`src/rtl/tac_pulse_encoder.sv`:
```
// tac_pulse_encoder: turns a signed 8-bit activation into a train of single-cycle
// pulses on tac_in. The number of pulses equals the magnitude. The sign is
// presented on sign_x. Optional inter-pulse gap is enabled with TAC_ENC_GAP_EN.
// An abort ends the train early, and a done strobe marks the end of each
// transaction.
module tac_pulse_encoder (
  input  logic       clk,
  input  logic       rst,
  input  logic       in_valid,
  output logic       in_ready,
  input  logic [7:0] x_mag,
  input  logic       x_sign,
  input  logic       abort,
`ifdef TAC_ENC_GAP_EN
  input  logic [3:0] gap,
`endif
  output logic       tac_in,
  output logic       sign_x,
  output logic [7:0] pulse_cnt,
  output logic       done,
  output logic       aborted,
  output logic       busy
);

  typedef enum logic [1:0] {
    S_IDLE  = 2'd0,
    S_PULSE = 2'd1,
`ifdef TAC_ENC_GAP_EN
    S_GAP   = 2'd3,
`endif
    S_DONE  = 2'd2
  } state_t;

  state_t     state_q, state_d;
  logic [7:0] rem_q, rem_d;
  logic [7:0] cnt_q, cnt_d;
  logic       sign_q, sign_d;
  logic       aborted_q, aborted_d;
  logic       tac_in_q, tac_in_d;
  logic       done_q, done_d;
  logic       busy_q, busy_d;
`ifdef TAC_ENC_GAP_EN
  logic [3:0] gap_q, gap_d;
  logic [3:0] gcnt_q, gcnt_d;
`endif

  // Next-state and datapath; outputs are decoded from the next state so they
  // come straight out of flops.
  always_comb begin
    state_d   = state_q;
    rem_d     = rem_q;
    cnt_d     = cnt_q;
    sign_d    = sign_q;
    aborted_d = aborted_q;
`ifdef TAC_ENC_GAP_EN
    gap_d     = gap_q;
    gcnt_d    = gcnt_q;
`endif
    case (state_q)
      S_IDLE: begin
        if (in_valid) begin
          rem_d     = x_mag;
          sign_d    = x_sign;
          cnt_d     = 8'd0;
          aborted_d = 1'b0;
`ifdef TAC_ENC_GAP_EN
          gap_d     = gap;
`endif
          state_d   = (x_mag == 8'd0) ? S_DONE : S_PULSE;
        end
      end
      S_PULSE: begin
        // The pulse on the wire this cycle always completes and is counted.
        rem_d = rem_q - 8'd1;
        cnt_d = cnt_q + 8'd1;
        if (rem_q == 8'd1) begin
          state_d = S_DONE;
        end else if (abort) begin
          aborted_d = 1'b1;
          state_d   = S_DONE;
        end else begin
`ifdef TAC_ENC_GAP_EN
          if (gap_q != 4'd0) begin
            state_d = S_GAP;
            gcnt_d  = gap_q;
          end
`endif
        end
      end
`ifdef TAC_ENC_GAP_EN
      S_GAP: begin
        if (abort) begin
          aborted_d = 1'b1;
          state_d   = S_DONE;
        end else if (gcnt_q == 4'd1) begin
          state_d = S_PULSE;
        end else begin
          gcnt_d = gcnt_q - 4'd1;
        end
      end
`endif
      S_DONE:  state_d = S_IDLE;
      default: state_d = S_IDLE;
    endcase
    tac_in_d = (state_d == S_PULSE);
    done_d   = (state_d == S_DONE);
    busy_d   = (state_d != S_IDLE);
  end

  // State and output registers; reset kills any train in flight with no done.
  always_ff @(posedge clk or negedge rst) begin
    if (!rst) begin
      state_q   <= S_IDLE;
      rem_q     <= 8'd0;
      cnt_q     <= 8'd0;
      sign_q    <= 1'b0;
      aborted_q <= 1'b0;
      tac_in_q  <= 1'b0;
      done_q    <= 1'b0;
      busy_q    <= 1'b0;
`ifdef TAC_ENC_GAP_EN
      gap_q     <= 4'd0;
      gcnt_q    <= 4'd0;
`endif
    end else begin
      state_q   <= state_d;
      rem_q     <= rem_d;
      cnt_q     <= cnt_d;
      sign_q    <= sign_d;
      aborted_q <= aborted_d;
      tac_in_q  <= tac_in_d;
      done_q    <= done_d;
      busy_q    <= busy_d;
`ifdef TAC_ENC_GAP_EN
      gap_q     <= gap_d;
      gcnt_q    <= gcnt_d;
`endif
    end
  end

  assign in_ready  = ~busy_q;
  assign tac_in    = tac_in_q;
  assign sign_x    = sign_q;
  assign pulse_cnt = cnt_q;
  assign done      = done_q;
  assign aborted   = aborted_q;
  assign busy      = busy_q;

endmodule

```
`config.mk`:
```
export PLATFORM = sky130hd
export DESIGN_NAME = tac_pulse_encoder
export DESIGN_NICKNAME = d
export VERILOG_FILES = /design/src/rtl/tac_pulse_encoder.sv
export SDC_FILE = /design/constraint.sdc
export NUM_CORES = 1
export LEC_CHECK = 0
export ABC_AREA = 1
export ABC_CLOCK_PERIOD_IN_PS = 3120
export CORE_ASPECT_RATIO = 1.25
export CORE_UTILIZATION = 53
export CTS_CLUSTER_SIZE = 8
export DETAILED_ROUTE_END_ITERATION = 10
export HOLD_SLACK_MARGIN = 0.12
export PLACE_DENSITY = 0.83
export SETUP_SLACK_MARGIN = 0.4
export SYNTH_ARGS = -nofsm -noshare
export SYNTH_HDL_FRONTEND = slang
export SYNTH_SLANG_ARGS = --single-unit
export TNS_END_PERCENT = 20
```
`constraint.sdc`:
```
create_clock -name clk -period 3.12 [get_ports clk]
set_input_delay 0.624 -clock clk [delete_from_list [all_inputs] [get_ports clk]]
set_output_delay 0.624 -clock clk [all_outputs]
set_load 0.005 [all_outputs]
```
=== Yosys cells after proc, flatten, opt, wreduce, memory -nomap -nowiden ===
Cells that the tools add are included.

* Register bits after elaboration: 23
* Input bits: 13

* $add $sub $neg: 2
* Equal/unequal tests: 7
* Muxes and demuxes: 13
* Bitwise operators: 1
* Reductions and logical operators: 7

{| class="wikitable"
|+ Operators with widths
! kind !! count
|-
| 8-bit one-hot mux with 2 select lines || 2
|-
| 8-bit 2-to-1 mux || 2
|-
| 8-bit by 1-bit adder with 8-bit output, second input constant || 1
|-
| 8-bit by 1-bit == test with 1-bit output, second input constant || 1
|-
| 8-bit zero test || 1
|-
| 2-bit 2-to-1 mux || 4
|-
| 8-bit by 1-bit subtractor with 8-bit output, second input constant || 1
|-
| 2-bit != test, second input constant || 3
|-
| 2-bit by 1-bit == test with 1-bit output, second input constant || 2
|-
| 2-bit one-hot mux with 2 select lines || 1
|-
| 2-bit AND reduction || 2
|-
| 4-bit AND reduction || 1
|-
| 2-bit nonzero test || 2
|-
| 1-bit 2-to-1 mux || 3
|-
| 2-bit == test, second input constant || 1
|-
| 2-bit zero test || 1
|-
| 1-bit one-hot mux with 2 select lines || 1
|-
| 1-bit inverter || 1
|}

=== Logic depth before layout (Yosys ltp) ===
Gate-level depths: netlist (run 1).

* Depth after elaboration: 5
* Gate-level depth with buffers: 9

=== Worst setup path after synthesis (run 1) ===
No wires, ideal clock.

* Path kind: input port to flip-flop
* From: in in_valid
* To: reg state_q[0]
* Library setup time: 0.132 ns
* Arrival: 1.057 ns
* Data required time: 2.988 ns
* Slack: 1.930 ns
* Stages: 5
* Path buffers: 1
* Cell sequence: nand2_2 > inv_2 > buf_6 > o21ai_0 > o21ai_0

* Word-level cells in the longest chain between the ends: 2

{| class="wikitable"
|+ Ends and longest elaborated chain
! item !! RTL line !! RTL
|-
| from (decl) || 9 || <nowiki>input logic in_valid,</nowiki>
|-
| 2-bit 2-to-1 mux || 61 || <nowiki>if (in_valid) begin</nowiki>
|-
| 2-bit one-hot mux with 2 select lines || 59 || <nowiki>case (state_q)</nowiki>
|-
| net state_d[0] || 34 || <nowiki>state_t state_q, state_d;</nowiki>
|-
| to (signal assigned) || 126 || <nowiki>state_q <= state_d;</nowiki>
|-
| to (decl) || 34 ||
|}

The timed path passes the listed nets, and every way through them passes these cells.
A chain may end at the register's enable or synchronous reset.

=== Worst setup path in the final report (run 1) ===
* From: reg cnt_q[3] (netlist: pulse_cnt[3])
* To: out pulse_cnt[3]

{| class="wikitable"
|+ RTL lines
! item !! RTL line !! RTL
|-
| from (decl) || 36 || <nowiki>logic [7:0] cnt_q, cnt_d;</nowiki>
|-
| from (signal assigned) || 128 || <nowiki>cnt_q <= cnt_d;</nowiki>
|-
| to (decl) || 19 || <nowiki>output logic [7:0] pulse_cnt,</nowiki>
|}

No word-level cell between the ends.

==> results.cfg, run 1 <==
[synthesis]
yosys_register_bits = 23
synth_common_cells = nand2_1, inv_1, dfrtp_1
syn_inst = 166
synth_top_family_by_area = simple AND/OR/NAND/NOR gates
ys_seq_area_share_pct = 46.6
synth_compound_area_share_pct = 10.4
yosysTopAreaCell = dfrtp_1
synth_area_um2 = 1230
synth.top_cell.area_share_pct = 46.6
synth_cell_types = 19
synth_area_leaders = dfrtp_1, nand2_1, inv_1, nand3_1, nor2_1
yosys.cell_count.top_type = nand2_1
synthMuxAreaShare_pct = 0
yosys.area_share.xor_xnor_pct = 0.709
yosys.area_share.simple_pct = 28.9
ys.flop_type = dfrtp_1
synth-edff-count = 0
yosys_warnings = 0
synth_area_per_cell_um2 = 7.44
synth_fa_ha_area_share_pct = 3.04
synth_nets = 182
async_flop_share_pct = 100

[worst_setup_path]
arrival_ns = 1.29
timing.rr.start = rem_q[0]
critical-path-top-delay-family = buffers and inverters
slowest_stage = clkdlybuf4s50_1
path_max_fanout = 5
cp_num_buf_inv = 1
start_kind = register
worstPathRequired_ns = 2.50
critical_path_class = register to output pin
crit_cells = 1
r2r.worst_path.cells = 7
path_cells = clkdlybuf4s50_1
end_kind = output pin
r2r-end = rem_q[4]
critical-path-max-stage-delay_ns = 0.53
rrSetupSlack_ns = 1.69

[clock_tree]
cts_root_buf = clkbuf_4
postCtsSetupBuffers = 0
clk_latency_ns = 0.31
cts_buffers = 3
cts_max_level = 1
ctsLongestPathBuffers = 2
cts.clk_slew.worst_paths_ns = 0.13
cts_resized = 0
hold_buffers = 0
cts_num_sinks = 23
cts_tree = yes

[route]
post_drt_wl_per_cell_um = 12.2
vias_per_cell = 5.29
drcViolationCount = 0
antenna_left = 0
vias = 1195
drt_iter0_drc = 44
wirelength_mm = 2.76
first_pass_iters = 4

[floorplanning]
dieHeight_um = 56.0
io_pins = 27
dieWidth_um = 45.2
fp-row-count = 19
die-area_um2 = 2530
core_area_um2 = 2210
start_util_pct = 55.9

[placement]
hpwlAfterDp_mm = 2.09
io_buffers = 26
gp_congestion = 0.907

[worst_hold_path]
hp-class = register to register
hp-start = sign_x
min_to = sign_x
min_path_cells = 2

[final_layout]
nFillCells = 192
synthToLayoutAreaGrowth_pct = 25.1
nNetsFinal = 212
seq_area_um2 = 576
multi_input_area_um2 = 532
antenna_cells = 0
drive_gt1_share_pct = 5.13

[global_route]
grt_pass1_vias = 1187
track_usage_pct = 24.9
gr-total-overflow = 0
grt_max_degree = 24
antenna_found_initial = 0
grt_pass1_wl_mm = 4.75

[run]
maxCapViolations = 0

[sta]
hold_ws_ns = 0.514
max_freq_mhz = 522
slew_violations = 0
clock_skew_ns = 0.00937
rsz0062_at_grt = no
min_period_ns = 1.91
tightest_slew_ns = 0.299
fin_crit_sh_pct = 61.3
setup_viol = 0
maxSlewHeadroom_pct = 80.0
hold_viol = 0
fin_tns_setup_ns = 0

[power]
total_power_w = 0.00120
p_leak_nw = 0.775
ir_worst_vdd_mv = 0.469
p_per_area_nw_per_um2 = 779

[run_status]
status = finished clean
-- sequential cells by signal, indices dropped and copies added, names as in the netlist --
register	flops
state_q	2
busy	1
sign_x	1
pulse_cnt	8
aborted	1
rem_q	8
tac_in	1
done	1
-- how the worst max path moves through the flow --
stage / startpoint / end / slack (ns)
after detailed placement: in_valid / pulse_cnt[1] / 1.31
final: pulse_cnt[3] / pulse_cnt[3] / 1.21
after global routing: pulse_cnt[3] / pulse_cnt[3] / 1.15
after CTS: pulse_cnt[3] / pulse_cnt[3] / 1.21
after global placement: in_valid / pulse_cnt[1] / 1.35
after floorplan: in_valid / state_q[0] / 1.93
-- per-stage QoR --
| step | cells | instance area (um^2) | util (%) | setup slack [ns] |
|---|---|---|---|---|
| 2_1_floorplan | 166 | 1230 | - | 1.93 |
| 6_report | 226 | 1550 | 69.9 | 1.21 |
| 5_1_grt | 226 | 1550 | 69.9 | 1.15 |
| 3_3_place_gp | 222 | 1520 | 68.7 | 1.35 |
| 4_1_cts | 226 | 1550 | 69.9 | 1.21 |
| 3_5_place_dp | 222 | 1520 | 68.7 | 1.31 |
-- layout by cell type, fill, tap and decap left out, drive strengths merged --
cell,synthesis,routed
a21oi,2,2
a22o,1,1
buf,2,1
clkbuf,0,4
clkdlybuf4s50,0,26
dfrtp,23,23
ha,3,3
inv,28,28
nand2,48,48
nand3,17,17
nand4,2,2
nor2,19,19
o211ai,1,1
o21ai,16,16
o221ai,1,1
o22ai,1,1
o31ai,1,1
xor2,1,1
-- cell families after synthesis --
kind of cell / Yosys count
AND/OR/NAND/NOR: 86
buffers and inverters: 30
AO/OA/AOI/OAI: 23
flip-flops: 23
adder cells (fa/ha/maj): 3
XOR/XNOR: 1
-- area by class of cell --
class                           instances  share of cell area, %
Clock buffer                            4                   1.70
Inverter                               28                   6.80
Timing Repair Buffer                   27                   17.3
Sequential cell                        23                   37.2
Tap cell                               31                   2.51
Multi-Input combinational cell        113                   34.4
-- routing by layer --
| layer | part of all wire, % | track usage, % |
|---|---|---|
| met4 | 1.1 | 7.36 |
| met3 | 5.2 | 2.92 |
| met2 | 54 | 45.5 |
| met5 | 0 | 0 |
| met1 | 40 | 28.8 |
-- report_power, final --
part / internal, W / leakage [nW] / switching, W / total, W
clock network: 0.0000499 / 0.0150 / 0.0000894 / 0.000139
logic: 0.000238 / 0.467 / 0.000339 / 0.000577
registers: 0.000404 / 0.293 / 0.0000830 / 0.000487
total: 0.000692 / 0.775 / 0.000512 / 0.00120
No activity file was read; power rests on OpenSTA's default activity.
==> inputs of run 2 (changes only) <==
- ABC_CLOCK_PERIOD_IN_PS: 3120 -> 2000
- CORE_UTILIZATION: 53 -> 49
- PLACE_DENSITY: 0.83 -> 0.78
- clock period: 3.12 -> 2 ns (I/O delays scaled with it)
==> results.cfg, run 2 (synthesis results as in run 1) <==
[sta]
hold_viol = 0
clock_skew_ns = 0.00388
setup_ws_ns = 0.360
fin_crit_sh_pct = 82.0
rsz0062_at_grt = yes
setup_viol = 0
tightest_slew_ns = 0.300
min_period_ns = 1.64
fin_tns_setup_ns = 0
slew_violations = 0
max_freq_mhz = 610
maxSlewHeadroom_pct = 80.0
hold_ws_ns = 0.427

[route]
first_pass_iters = 5
drcViolationCount = 0
vias_per_cell = 5.11
post_drt_wl_per_cell_um = 12.1
wirelength_mm = 2.83
vias = 1191
drt_iter0_drc = 45
antenna_left = 0

[clock_tree]
hold_buffers = 0
cts_root_buf = clkbuf_4
cts_num_sinks = 23
clk_latency_ns = 0.31
cts.clk_slew.worst_paths_ns = 0.12
ctsLongestPathBuffers = 2
cts_tree = yes
cts_buffers = 3
cts_max_level = 1

[power]
pwr-share-comb_pct = 49.3
p_int_w = 0.00111
swShare_pct = 41.5
p_switching_w = 0.000789
total_power_w = 0.00190
power_frac_seq_pct = 39.7
ir_worst_vdd_mv = 0.820
p_per_area_nw_per_um2 = 1190
p_leak_nw = 0.829
p_clk_share_pct = 11.0

[floorplanning]
die-area_um2 = 2730
dieHeight_um = 58.1
fp-row-count = 20
start_util_pct = 51.4
core_area_um2 = 2400
io_pins = 27
dieWidth_um = 46.9

[final_layout]
drive_gt1_share_pct = 7.50
final_common_cell = nand2_1
final_cell_mix = nand2_1, inv_1, clkdlybuf4s50_1
synthToLayoutAreaGrowth_pct = 28.8
nNetsFinal = 217
antenna_cells = 0

[global_route]
grt_pass1_wl_mm = 4.77
grt_use_met1_pct = 29.0
grt_max_degree = 24
grt-busiest-layer = met2
gr-total-overflow = 0
grt_util_met3_pct = 2.80
met2_usage_pct = 43.3
antenna_found_initial = 0
track_usage_pct = 24.2
grt_pass1_vias = 1156

[placement]
gp_congestion = 0.891
dp_worst_setup_slack_ns = 0.450
hpwlAfterDp_mm = 2.15
io_buffers = 26

[worst_setup_path]
timing.rr.start = rem_q[0]
worstPathRequired_ns = 1.60
critical-path-max-stage-delay_ns = 0.52
r2r.worst_path.cells = 7
path_cells = clkdlybuf4s50_1
cp_num_buf_inv = 1
start_kind = register
r2r-end = rem_q[4]
rrSetupSlack_ns = 0.57
critical_path_class = register to output pin
critical-path-top-delay-family = buffers and inverters
arrival_ns = 1.24
slowest_stage = clkdlybuf4s50_1
end_kind = output pin
path_max_fanout = 4

[run_status]
status = finished clean

[worst_hold_path]
hp-class = input pin to asynchronous set/reset pin

[run]
maxCapViolations = 0
==> run 2: cell count changes in the layout (fill, tap and decap cells not counted) <==
cell / change
buf_4: +5
clkdlybuf4s50_1: -2
dlymetal6s2s_1: +2
==> run 2: worst max-delay path by stage <==
stage | from | to | slack [ns] | cells after the start
3_5_place_dp | in_valid | pulse_cnt[1] | 0.45 | 5
6_report | pulse_cnt[6] | pulse_cnt[6] | 0.36 | 1
3_3_place_gp | in_valid | pulse_cnt[1] | 0.48 | 5
5_1_grt | pulse_cnt[0] | pulse_cnt[0] | 0.30 | 1
2_1_floorplan | rem_q[0] | rem_q[4] | 0.85 | 7
4_1_cts | busy | in_ready | 0.34 | 2
==> run 2: cell type report <==
class                   count  area, um^2
multi-input cells         113         532
clock buffers               4        26.3
well taps                  33        41.3
repair buffers             32         310
flip-flops and latches     23         576
fillers                   209         812
inverters                  28         105
==> run 2: repair_timing <==
| action | in CTS | in global routing |
|---|---|---|
| endpoints found under the setup margin | 9 | 12 |
| setup buffers | 1 | 4 |
| cloned | 0 | 0 |
| resized for setup | 0 | 2 |
==> run 2: per-stage QoR <==
step	instances	area, um^2	utilization [%]
floorplan	166	1230	-
global placement	224	1520	63.3
detailed placement	224	1520	63.3
CTS	229	1560	64.7
global route	233	1590	66.2
finish	233	1590	66.2
==> run 2: power by group through the flow <==
| stage | registers, W | logic (W) | clock network [W] |
|---|---|---|---|
| 2_1_floorplan | 0.000749 | 0.000583 | 0 |
| 3_3_place_gp | 0.000763 | 0.000859 | 0 |
| 3_5_place_dp | 0.000770 | 0.000890 | 0 |
| 4_1_cts | 0.000758 | 0.000901 | 0.000214 |
| 5_1_grt | 0.000770 | 0.00108 | 0.000236 |
| 6_report | 0.000754 | 0.000937 | 0.000209 |
==> run 2: routing by layer <==
metal	part of all wire [%]	up-vias	wire length, um
li1	-	590	-
met1	38	562	1070
met2	56	33	1590
met3	4.6	6	130
met4	1.4	0	39
met5	0	-	0
